--- src/rtl/offset_estimator_pkg.sv ---
// Shared types and helpers for the DC offset estimator.
package offset_estimator_pkg;

  // Estimator control states; 2-bit encoding.
  typedef enum logic [1:0] {
    ST_IDLE  = 2'd0,
    ST_ACCUM = 2'd1,
    ST_CALC  = 2'd2
  } state_e;

  // Accumulator width: one extra bit per doubling of the window, so the
  // full-window sum of extreme samples can never overflow.
  function automatic int acc_width(input int data_w, input int log2_n);
    return data_w + log2_n;
  endfunction

  // Limits of the default 16-bit sample format.
  localparam logic signed [15:0] DATA_MAX = 16'sh7FFF;
  localparam logic signed [15:0] DATA_MIN = 16'sh8000;

endpackage

--- src/rtl/offset_estimator_sat_negate.sv ---
// Saturating two's-complement negation of the window mean. The only input
// that cannot be negated exactly is the most negative value, which clamps to
// the most positive value and raises o_sat.
module sat_negate #(
  parameter int DATA_WIDTH = 16
) (
  input  logic signed [DATA_WIDTH-1:0] i_mean,
  output logic signed [DATA_WIDTH-1:0] o_neg,
  output logic                         o_sat
);

  localparam logic signed [DATA_WIDTH-1:0] W_MIN = {1'b1, {(DATA_WIDTH-1){1'b0}}};
  localparam logic signed [DATA_WIDTH-1:0] W_MAX = {1'b0, {(DATA_WIDTH-1){1'b1}}};

  // Negate, clamping the single overflow case.
  always_comb begin
    o_neg = {DATA_WIDTH{1'b0}};
    o_sat = 1'b0;
    if (i_mean == W_MIN) begin
      o_neg = W_MAX;
      o_sat = 1'b1;
    end else begin
      o_neg = -i_mean;
      o_sat = 1'b0;
    end
  end

endmodule

--- src/rtl/offset_estimator.sv ---
// DC offset estimator: averages 2^LOG2_N valid samples of a passive stream
// and publishes the saturated negated mean as a correction value.
// The mean is latched in CALC and negated/published one cycle later; that
// drain cycle is also the re-entry cycle of the next continuous window, so no
// sample is taken while a result is still pending.
module offset_estimator
  import offset_estimator_pkg::*;
#(
  parameter int DATA_WIDTH = 16,
  parameter int LOG2_N     = 10
) (
  input  logic                         clk,
  input  logic                         resetn,
  input  logic                         start,
  input  logic                         continuous,
  input  logic signed [DATA_WIDTH-1:0] data_i_tdata,
  input  logic                         data_i_tvalid,
  output logic signed [DATA_WIDTH-1:0] offset_o,
  output logic                         offset_valid,
  output logic                         busy
);

  localparam int ACC_W = acc_width(DATA_WIDTH, LOG2_N);
  localparam logic [LOG2_N-1:0] CNT_LAST = {LOG2_N{1'b1}};
  localparam logic signed [DATA_WIDTH-1:0] W_MAX = {1'b0, {(DATA_WIDTH-1){1'b1}}};

  state_e                         r_state;
  state_e                         w_next_state;
  logic                           r_busy;
  logic signed [ACC_W-1:0]        r_acc;
  logic        [LOG2_N-1:0]       r_cnt;
  logic signed [DATA_WIDTH-1:0]   r_mean;
  logic                           r_pend;
  logic                           r_valid;
  logic signed [DATA_WIDTH-1:0]   r_offset;

  logic                           w_take;
  logic                           w_clear;
  logic                           w_calc;
  logic signed [ACC_W-1:0]        w_sample;
  logic signed [DATA_WIDTH-1:0]   w_mean;
  logic signed [DATA_WIDTH-1:0]   w_neg;
  logic                           w_sat;

  // Sign-extended sample and floor(acc / 2^LOG2_N) taken as the upper slice.
  assign w_sample = {{LOG2_N{data_i_tdata[DATA_WIDTH-1]}}, data_i_tdata};
  assign w_mean   = r_acc[ACC_W-1:LOG2_N];

  sat_negate #(
    .DATA_WIDTH(DATA_WIDTH)
  ) u_sat_negate (
    .i_mean(r_mean),
    .o_neg (w_neg),
    .o_sat (w_sat)
  );

  // State register; busy is registered from the next state so it tracks state.
  always_ff @(posedge clk) begin
    if (!resetn) begin
      r_state <= ST_IDLE;
      r_busy  <= 1'b0;
    end else begin
      r_state <= w_next_state;
      r_busy  <= (w_next_state != ST_IDLE);
    end
  end

  // Next-state logic; the window closes on the last valid accepted sample.
  always_comb begin
    w_next_state = r_state;
    case (r_state)
      ST_IDLE: begin
        if (start || continuous) begin
          w_next_state = ST_ACCUM;
        end else begin
          w_next_state = ST_IDLE;
        end
      end
      ST_ACCUM: begin
        if (data_i_tvalid && !r_pend && (r_cnt == CNT_LAST)) begin
          w_next_state = ST_CALC;
        end else begin
          w_next_state = ST_ACCUM;
        end
      end
      ST_CALC: begin
        if (continuous) begin
          w_next_state = ST_ACCUM;
        end else begin
          w_next_state = ST_IDLE;
        end
      end
      default: w_next_state = ST_IDLE;
    endcase
  end

  // Per-state datapath controls: clear on window entry, take valid samples.
  always_comb begin
    w_take  = 1'b0;
    w_clear = 1'b0;
    w_calc  = 1'b0;
    case (r_state)
      ST_IDLE: begin
        if (start || continuous) begin
          w_clear = 1'b1;
        end else begin
          w_clear = 1'b0;
        end
      end
      ST_ACCUM: begin
        if (data_i_tvalid && !r_pend) begin
          w_take = 1'b1;
        end else begin
          w_take = 1'b0;
        end
      end
      ST_CALC: begin
        w_calc  = 1'b1;
        w_clear = 1'b1;
      end
      default: begin
        w_take  = 1'b0;
        w_clear = 1'b0;
        w_calc  = 1'b0;
      end
    endcase
  end

  // Accumulator and sample counter.
  always_ff @(posedge clk) begin
    if (!resetn) begin
      r_acc <= {ACC_W{1'b0}};
      r_cnt <= {LOG2_N{1'b0}};
    end else if (w_clear) begin
      r_acc <= {ACC_W{1'b0}};
      r_cnt <= {LOG2_N{1'b0}};
    end else if (w_take) begin
      r_acc <= r_acc + w_sample;
      r_cnt <= r_cnt + LOG2_N'(1'b1);
    end else begin
      r_acc <= r_acc;
      r_cnt <= r_cnt;
    end
  end

  // Result pipeline: latch mean in CALC, publish negated value next cycle.
  always_ff @(posedge clk) begin
    if (!resetn) begin
      r_mean   <= {DATA_WIDTH{1'b0}};
      r_pend   <= 1'b0;
      r_valid  <= 1'b0;
      r_offset <= {DATA_WIDTH{1'b0}};
    end else begin
      r_pend  <= w_calc;
      r_valid <= r_pend;
      if (w_calc) begin
        r_mean <= w_mean;
      end else begin
        r_mean <= r_mean;
      end
      if (r_pend) begin
        r_offset <= w_sat ? W_MAX : w_neg;
      end else begin
        r_offset <= r_offset;
      end
    end
  end

  assign offset_o     = r_offset;
  assign offset_valid = r_valid;
  assign busy         = r_busy;

endmodule
--- config.mk ---
export PLATFORM = sky130hd
export DESIGN_NAME = offset_estimator
export DESIGN_NICKNAME = d
export VERILOG_FILES = /design/src/rtl/offset_estimator_pkg.sv /design/src/rtl/offset_estimator_sat_negate.sv /design/src/rtl/offset_estimator.sv
export SDC_FILE = /design/constraint.sdc
export NUM_CORES = 1
export LEC_CHECK = 0
export CORE_ASPECT_RATIO = 0.9
export CORE_MARGIN = 2
export CORE_UTILIZATION = 25
export CTS_CLUSTER_SIZE = 28
export DETAILED_ROUTE_END_ITERATION = 8
export HOLD_SLACK_MARGIN = 0.05
export PLACE_DENSITY = 0.41
export SETUP_SLACK_MARGIN = 0.5
export SLEW_MARGIN = 20
export SYNTH_ARGS = -nofsm -noshare
export SYNTH_HDL_FRONTEND = slang
export SYNTH_SLANG_ARGS = --single-unit
--- constraint.sdc ---
create_clock -name clk -period 8.3 [get_ports clk]
set_clock_uncertainty 0.05 [all_clocks]
set_input_delay 1.66 -clock clk [delete_from_list [all_inputs] [get_ports clk]]
set_output_delay 1.66 -clock clk [all_outputs]
set_load 0.02 [all_outputs]
# Word-level counts from Yosys, hierarchy flattened
# Index checks and enable logic that the tools add are counted.
word_totals:
  register_bits: 73
  inputBits: 21
  output_inout_bits: 18
  word_cells: 35
classes:
  add_sub_neg: 3
  eq_ne: 4
  muxes: 12
  n_bitwise: 1
  n_reduce_logical: 7
ops:
  columns: ["cell", "n"]
  rows:
  - ["16-bit 2-to-1 mux", 2]
  - ["26-bit by 16-bit adder with 26-bit output", 1]
  - ["16-bit equality test (second input constant)", 1]
  - ["16-bit negator", 1]
  - ["10-bit by 1-bit adder with 10-bit output (second input constant)", 1]
  - ["10-bit equality test (second input constant)", 1]
  - ["1-bit 2-to-1 mux", 7]
  - ["2-bit one-hot mux with 3 select lines", 1]
  - ["2-bit by 1-bit equality test with 1-bit output (second input constant)", 1]
  - ["2-bit equality test (second input constant)", 1]
  - ["1-bit logical AND", 2]
  - ["2-bit logical NOT", 1]
  - ["2-bit 2-to-1 mux", 1]
  - ["1-bit one-hot mux with 2 select lines", 1]
  - ["2-bit nonzero test", 1]
  - ["2-bit OR reduction", 1]
  - ["1-bit logical NOT", 1]
  - ["1-bit logical OR", 1]
  - ["1-bit NOT", 1]

# Longest topological paths before layout
# Gate-level depths: netlist (run 1).
logic_depth:
  depth_word: 6
  mapped_depth: 10
  depth_no_buf: 10

# Modules after synthesis
# A second synthesis (run 1) with hierarchy kept.
hier_totals:
  cells_unflattened: 491
  hier_area_um2: 4259.1
modules_own_cells:
  columns: ["mod", "instances", "cells_per_inst", "area_per_inst_um2", "seq_area_each_um2"]
  rows:
  - ["offset_estimator", 1, 433, 3847.4, 1461.4]
  - ["sat_negate", 1, 58, 411.6, 0.0]

# Worst setup path before layout (run 1)
# No wires, ideal clock.
synth_path:
  path_kind: "in2reg"
  startpoint: "input port data_i_tdata[4]"
  endpoint: "register r_acc[25]"
  setup_ns: 0.123
  t_arrival_ns: 3.585
  required_time_ns: 8.127
  setup_slack_ns: 4.541
  path_stages: 8
  path_buffers: 0
  cell_sequence: "ha_1 a21o_1 a31o_4 o31ai_4 o31ai_2 o31ai_2 mux2i_1 mux2_1"
synth_between:
  elab_chain_len: 1
synth_lines:
  columns: ["item", "line", "source"]
  rows:
  - ["from (decl)", "offset_estimator.sv:16", "input logic signed [DATA_WIDTH-1:0] data_i_tdata,"]
  - ["26-bit by 16-bit adder with 26-bit output", "offset_estimator.sv:138", "r_acc <= r_acc + w_sample;"]
  - ["to (signal assigned)", "offset_estimator.sv:135", "r_acc <= {ACC_W{1'b0}};"]
  - ["to (signal assigned)", "offset_estimator.sv:138", null]
  - ["to (signal assigned)", "offset_estimator.sv:141", "r_acc <= r_acc;"]
  - ["to (decl)", "offset_estimator.sv:30", "logic signed [ACC_W-1:0] r_acc;"]
# No other way between the ends.
# A chain may end at the register's enable or synchronous reset.

# Worst setup path in the final report (run 1)
layout_path:
  startpoint: "input port data_i_tdata[15]"
  endpoint: "register r_acc[25]"
# The elaborated chain is that of the path after synthesis.

==> qor.log, run 1 <==
qor: flow_run.number_of_max_capacitance_violations_reported 0
qor: synth.synth_top_area_share 36.1%
qor: run_status.outcome finished clean
qor: floorplan.top_level_ports 39
qor: critical_path.cp_max_fo 12
qor: sta.final-hold-violation-count 0
qor: floorplan.floorplan.rows 44
qor: clock_tree.cts_tree built
qor: critical_path.cp_arrival 4.42 ns
qor: drt.post-route-drc-count 0
qor: sta.grt_setup_unrepaired no
qor: global_route.gr-total-overflow 0
qor: sta.setup-tns-final 0 ns
qor: floorplan.core-area 16000 sq um
qor: placement.place.port_buffers 38
qor: drt.detailedRoute.firstIterationViolations 142
qor: synth.ys_async_sr_fraction 0%
qor: critical_path.start_kind input pin
qor: clock_tree.max-clock-path-buffers 2
qor: global_route.first_global_vias 3401
qor: sta.timing.fmax 235 MHz
qor: global_route.pin_count_of_the_biggest_net_entering_global_routing 33
qor: pwr.p_seq_share 44.5%
qor: drt.antenna_left 0
qor: sta.worst_slew_pin_slew 0.985 ns
qor: pwr.power.static_leakage 1.93 nW
qor: clock_tree.clkSinkCount 73
qor: global_route.gr-usage-all-layers 12.7%
qor: critical_path.critPathKind in2reg
qor: clock_tree.htree_num_levels 3
qor: synth.synthesis.area 4050 sq um
qor: synth.syn_avg_cell_area 8.51 sq um
qor: critical_path.cell_seen_most_often_among_critical_path_stages o31ai_2
qor: placement.place_area 4620 sq um
qor: pwr.maximum_vdd_ir_drop 97.7 uV
qor: critical_path.crit_end_element flip-flop
qor: pwr.power_switching_share 26.4%
qor: floorplan.die-width 138 um
qor: final_layout.area_delta_synth_final 20.7%
qor: sta.setup_viol 0
qor: drt.via_cell_ratio 4.75
qor: floorplan.die_h 125 um
qor: synth.synth_top_cells_by_count 73 x dfxtp_1, 54 x a21oi_1, 48 x nand2_1
qor: sta.timing.final.max_slew_violations 0
qor: clock_tree.clock-root-buffer clkbuf_16
qor: placement.dp_hpwl 7580 um
qor: critical_path.cp_data_required_time 8.47 ns
qor: pwr.post-layout-total-power 0.809 mW
qor: clock_tree.number_of_gates_resized_after_cts 0
qor: clock_tree.worst_skew_pair_latency 0.34 ns
qor: critical_path.critical_path.cell_chain clkdlybuf4s50_1, ha_1, a21oi_1, o21ai_0, a221oi_2, o31ai_2, o31ai_2, mux2i_1, mux2_1
qor: drt.post_route_wl 10300 um
qor: clock_tree.cts_post_setup_buffers_inserted 0
qor: synth.adder_and_majority_cell_fraction_of_the_synthesized_area 8.83%
qor: final_layout.design_area 4890 sq um
qor: critical_path.slowest_delay 0.68 ns
qor: final_layout.inserted_diodes 0
qor: synth.synth.area.top_cells dfxtp_1 36%, ha_1 8.3%, a21oi_1 6.7%
qor: synth.post-synth-top-area-cell dfxtp_1
qor: pwr.p_int 0.596 mW
qor: synth.ys.flop_type dfxtp_1
qor: floorplan.floorplan.initialDensity 25.3%
qor: synth.synth_simple_gate_area_share 17.4%
qor: placement.placement.setup.worst_slack 3.71 ns
qor: sta.maxSlewHeadroom 34.1%
qor: sta.period_share 51.2%
qor: synth.synthMostInstantiatedCell dfxtp_1
qor: synth.synth_seq_cells 73
qor: clock_tree.clk_transition_reported_paths 0.06 ns
qor: pwr.power.share.combinational 11.1%
qor: sta.clock_period_minus_worst_slack 4.25 ns
qor: synth.netlist-cell-type-count 53
qor: synth.post_synth_xor_area_fraction 8.86%
qor: min_path.min-delay-path-class reg2reg
qor: final_layout.nets 551
qor: global_route.wire_length_of_the_first_global_routing_pass 17800 um
qor: synth.synthesis.yosys.warnings 0
qor: drt.post_drt_wl_per_cell 14.4 um
qor: pwr.clock_power_share 44.4%
qor: global_route.antenna_found_initial 0
qor: synth.muxShareOfSynthArea 0.772%
qor: critical_path.critical_path.slowest_cell clkdlybuf4s50_1
qor: synth.combinational_family_with_the_most_area_after_synthesis compound AO/OA/AOI/OAI gates
qor: drt.num_vias 3394
qor: final_layout.final_util 30.5%
qor: pwr.total_switching_power 0.214 mW
qor: placement.dp_cells 698
qor: floorplan.die_area 17200 sq um
qor: pwr.power-per-cell-area 165 nW/um^2
qor: synth.synth_cells 476
qor: final_layout.post_route_cells_drive_above_1_share 5.92%
qor: clock_tree.numCtsBuffers 9
qor: synth.synth_enable_flop_cells 0
qor: synth.synth_nets 525
qor: final_layout.post_layout_nonfiller_instances 714
qor: clock_tree.hold_buffers 0
qor: sta.fin_ws 4.05 ns
qor: final_layout.fillCellCount 1711
qor: synth.seq_area_frac_synth 36.1%
qor: sta.worst_hold_slack 0.406 ns
qor: placement.finalWeightedCongestion 0.837
qor: synth.synth_compound_gate_area_share 24.4%
qor: drt.drt_pass_1_iters 4
==> final timing paths <==
| kind | depth (start not counted) | endpoint | start | slack, ns |
|---|---|---|---|---|
| worst max register to register | 10 | r_acc[24]$_SDFFE_PP0P_ | r_acc[0]$_SDFFE_PP0P_ | 5.68 |
| worst max-delay path | 9 | r_acc[25]$_SDFFE_PP0P_ | data_i_tdata[15] | 4.05 |
| worst min-delay path | 2 | r_acc[2]$_SDFFE_PP0P_ | r_acc[2]$_SDFFE_PP0P_ | 0.41 |
| worst min register to register | 2 | r_acc[2]$_SDFFE_PP0P_ | r_acc[2]$_SDFFE_PP0P_ | 0.41 |
==> power groups by stage <==
stage / Sequential (mW) / Clock (mW) / Combinational [mW]
detailed placement: 0.368 / 0 / 0.0903
CTS: 0.360 / 0.376 / 0.0908
finish: 0.360 / 0.360 / 0.0898
floorplan: 0.366 / 0 / 0.0611
global placement: 0.368 / 0 / 0.0908
global route: 0.361 / 0.393 / 0.101
==> sequential cells by signal, summed over array words and instances (netlist names) <==
register,count
offset_valid,1
busy,1
r_acc,26
r_cnt,10
offset_o,16
r_state,2
r_mean,16
r_pend,1
==> cell usage in the layout (no fill, tap or decap), drive strengths merged, types with 3 or more instances in the layout <==
master	instances
o21bai	5
clkinv	4
ha	27
a21oi	54
o21ai	25
nand3	12
nor3	14
nand3b	3
a21o	9
and3	5
clkbuf	10
xnor2	21
o31ai	5
nor2b	3
xor2	20
nor2	32
dfxtp	73
o211ai	3
clkdlybuf4s50	38
nand2	48
and2	5
and4	5
a22o	24
inv	15
a211oi	4
or3	3
or2	3
nand4	7
==> critical path: cells and delay by family <==
kind / cells / cell delay [ns]
AO/OA/AOI/OAI: 5 / 0.97
buffers and inverters: 1 / 0.68
multiplexers: 2 / 0.56
adder cells (fa/ha/maj): 1 / 0.55
==> cell families (layout without fill, tap and decap cells) <==
kind of cell,count (synthesis),after routing
buffers and inverters,39,70
muxes,3,3
xor gates and xnor gates,41,41
and+or+nand+nor,146,146
DFF,73,73
adders and majority gates,28,28
AOI/OAI and AO/OA,146,146
==> per-layer routing <==
metal  GRT usage (%)  wire (um)  up-vias
met3            3.50        374       18
met5               0          0        -
li1                -          -     1773
met2            19.0       4460       63
met4            4.92        220        0
met1            17.4       5210     1540
==> area by class of cell <==
| class | count | area, sq um | area share, % |
|---|---|---|---|
| Multi-Input combinational cell | 364 | 2450 | 50.1 |
| Sequential cell | 73 | 1460 | 29.9 |
| Timing Repair Buffer | 40 | 395 | 8.08 |
| Tap cell | 207 | 259 | 5.29 |
| Clock buffer | 10 | 229 | 4.68 |
| Inverter | 14 | 52.6 | 1.07 |
| Clock inverter | 6 | 43.8 | 0.895 |
Power figures use the tool's default switching activity.
==> run 2: changes to the inputs <==
==> constraint.sdc (replaced) <==
create_clock -name clk -period 4.13 [get_ports clk]
set_clock_uncertainty 0.05 [all_clocks]
set_input_delay 0.826 -clock clk [delete_from_list [all_inputs] [get_ports clk]]
set_output_delay 0.826 -clock clk [all_outputs]
set_load 0.02 [all_outputs]
==> run 2 against run 1 <==
  * Worst setup slack worse by 3.2 ns
  * First-iteration DRC count up 4.9%
  * Highest routed layer unchanged
  * Critical path depth unchanged
  * Global-route usage down 0.21 points
  * Clock power up 130%
  * Combinational power up 110%
  * Clock-buffer cell count unchanged
  * Via count up 0.88%
  * Non-clock buffer count up 5
==> qor.log, run 2 (synthesized netlist as in run 1, its figures left out) <==
qor: critical_path.register_to_register_setup_slack 1.52 ns
qor: clock_tree.worst_skew_pair_latency 0.35 ns
qor: final_layout.design_area 4970 sq um
qor: pwr.p_int 1.28 mW
qor: sta.period_share 78.9%
qor: drt.via_cell_ratio 4.76
qor: min_path.min-delay-path-class reg2reg
qor: critical_path.cp_arrival 3.44 ns
qor: clock_tree.number_of_gates_resized_after_cts 0
qor: final_layout.inserted_diodes 0
qor: drt.num_vias 3424
qor: placement.place.port_buffers 38
qor: clock_tree.numCtsBuffers 9
qor: final_layout.layout.cells.most_common dfxtp_1
qor: clock_tree.max-clock-path-buffers 2
qor: final_layout.registers.top_by_ff_count r_acc
qor: floorplan.die_area 17200 sq um
qor: min_path.worstHoldEndpoint r_acc[6]$_SDFFE_PP0P_
qor: final_layout.area_delta_synth_final 22.6%
qor: floorplan.floorplan.rows 44
qor: clock_tree.clkSinkCount 73
qor: clock_tree.clk_transition_reported_paths 0.06 ns
qor: global_route.gr-usage-all-layers 12.5%
qor: clock_tree.clock-root-buffer clkbuf_16
qor: pwr.power.static_leakage 1.97 nW
qor: global_route.pin_count_of_the_biggest_net_entering_global_routing 26
qor: clock_tree.hold_buffers 0
qor: global_route.wire_length_of_the_first_global_routing_pass 17500 um
qor: clock_tree.cts_tree built
qor: final_layout.post_route_cells_drive_above_1_share 6.84%
qor: sta.clock_period_minus_worst_slack 3.26 ns
qor: final_layout.nets 556
qor: min_path.min_from r_acc[6]$_SDFFE_PP0P_
qor: clock_tree.cts_post_setup_buffers_inserted 0
qor: min_path.holdPathStages 2
qor: sta.grt_setup_unrepaired no
qor: pwr.power_switching_share 25.9%
qor: drt.post_route_wl 10500 um
qor: critical_path.crit-reg2reg-capture r_acc[25]$_SDFFE_PP0P_
qor: sta.worst_slew_pin_slew 0.667 ns
qor: pwr.p_seq_share 41.7%
qor: global_route.antenna_found_initial 0
qor: drt.post-route-drc-count 0
qor: sta.timing.fmax 307 MHz
qor: critical_path.start_kind input pin
qor: sta.maxSlewHeadroom 55.4%
qor: flow_run.number_of_max_capacitance_violations_reported 0
qor: pwr.maximum_vdd_ir_drop 189 uV
qor: critical_path.critPathKind in2reg
qor: sta.setup-tns-final 0 ns
qor: critical_path.reg2regPathDepth 8
qor: drt.antenna_left 0
qor: global_route.first_global_vias 3481
qor: drt.detailedRoute.firstIterationViolations 149
qor: pwr.clock_power_share 47.5%
qor: sta.setup_viol 0
qor: floorplan.top_level_ports 39
qor: placement.finalWeightedCongestion 0.812
qor: pwr.total_switching_power 0.449 mW
qor: floorplan.die_h 125 um
qor: run_status.outcome finished clean
qor: pwr.power-per-cell-area 349 nW/um^2
qor: final_layout.final_cell_mix 73 x dfxtp_1, 54 x a21oi_1, 48 x nand2_1, 38 x clkdlybuf4s50_1, 32 x nor2_1
qor: placement.dp_hpwl 7790 um
qor: floorplan.die-width 138 um
qor: drt.post_drt_wl_per_cell 14.6 um
qor: sta.final-hold-violation-count 0
qor: drt.drt_pass_1_iters 6
qor: clock_tree.htree_num_levels 3
qor: critical_path.crit_end_element flip-flop
qor: global_route.gr-total-overflow 0
qor: floorplan.floorplan.initialDensity 25.3%
qor: final_layout.post_layout_nonfiller_instances 719
qor: floorplan.core-area 16000 sq um
qor: sta.timing.final.max_slew_violations 0
qor: pwr.power.share.combinational 10.8%
qor: placement.dp_cells 703
qor: critical_path.cp_max_fo 8
qor: critical_path.worst_r2r_src r_acc[12]$_SDFFE_PP0P_
qor: placement.place_area 4650 sq um
qor: critical_path.cp_data_required_time 4.31 ns
qor: final_layout.flip_flop_count_of_the_largest_register_all_copies_and_words_added 26
## run 2: cell type report
type / instances / area, sq um
Inverter: 14 / 52.6
Tap cell: 207 / 259
Multi-Input combinational cell: 364 / 2450
Clock inverter: 6 / 75.1
Fill cell: 1673 / 11100
Sequential cell: 73 / 1460
Timing Repair Buffer: 45 / 433
Clock buffer: 10 / 239
## run 2: per-layer routing
layer	part of all wire, %	GRT usage (%)	wire length [um]	vias up
met1	52	16.6	5430	1574
met3	2.9	2.96	308	12
met4	1.6	4.38	166	0
li1	-	-	-	1783
met5	0	0	0	-
met2	44	19.9	4610	55
## run 2: metrics by stage
step / setup slack, ns / hold slack (ns) / util, % / power (mW)
2_1_floorplan: 1.21 / 0.386 / - / 0.859
3_3_place_gp: 0.533 / 0.393 / 29.0 / 0.928
3_5_place_dp: 0.549 / 0.401 / 29.0 / 0.926
4_1_cts: 0.899 / 0.411 / 31.0 / 1.77
5_1_grt: 0.779 / 0.435 / 31.0 / 1.81
6_report: 0.871 / 0.409 / 31.0 / 1.73
## run 2: power by group through the flow
stage               clock, mW  combinational, mW  sequential [mW]
floorplan                   0              0.123            0.736
global placement            0              0.190            0.739
detailed placement          0              0.187            0.739
CTS                     0.855              0.188            0.723
global route            0.881              0.208            0.724
finish                  0.824              0.186            0.723
## run 2: critical path: stages
cell,delay (ns)
clkdlybuf4s50_1,0.51
ha_1,0.47
a21oi_1,0.23
o21ai_0,0.16
a221oi_2,0.22
o31ai_2,0.17
o31ai_2,0.29
mux2i_1,0.23
mux2_1,0.33
## run 2: worst max-delay path by stage
stage               slack, ns             start  cells after the start                     end
global route             0.78  data_i_tdata[15]                      9  r_acc[25]$_SDFFE_PP0P_
CTS                      0.90  data_i_tdata[15]                      9  r_acc[25]$_SDFFE_PP0P_
global placement         0.53  data_i_tdata[15]                      9  r_acc[25]$_SDFFE_PP0P_
detailed placement       0.55  data_i_tdata[15]                      9  r_acc[25]$_SDFFE_PP0P_
finish                   0.87  data_i_tdata[15]                      9  r_acc[25]$_SDFFE_PP0P_
floorplan                1.21   data_i_tdata[4]                      8  r_acc[25]$_SDFFE_PP0P_
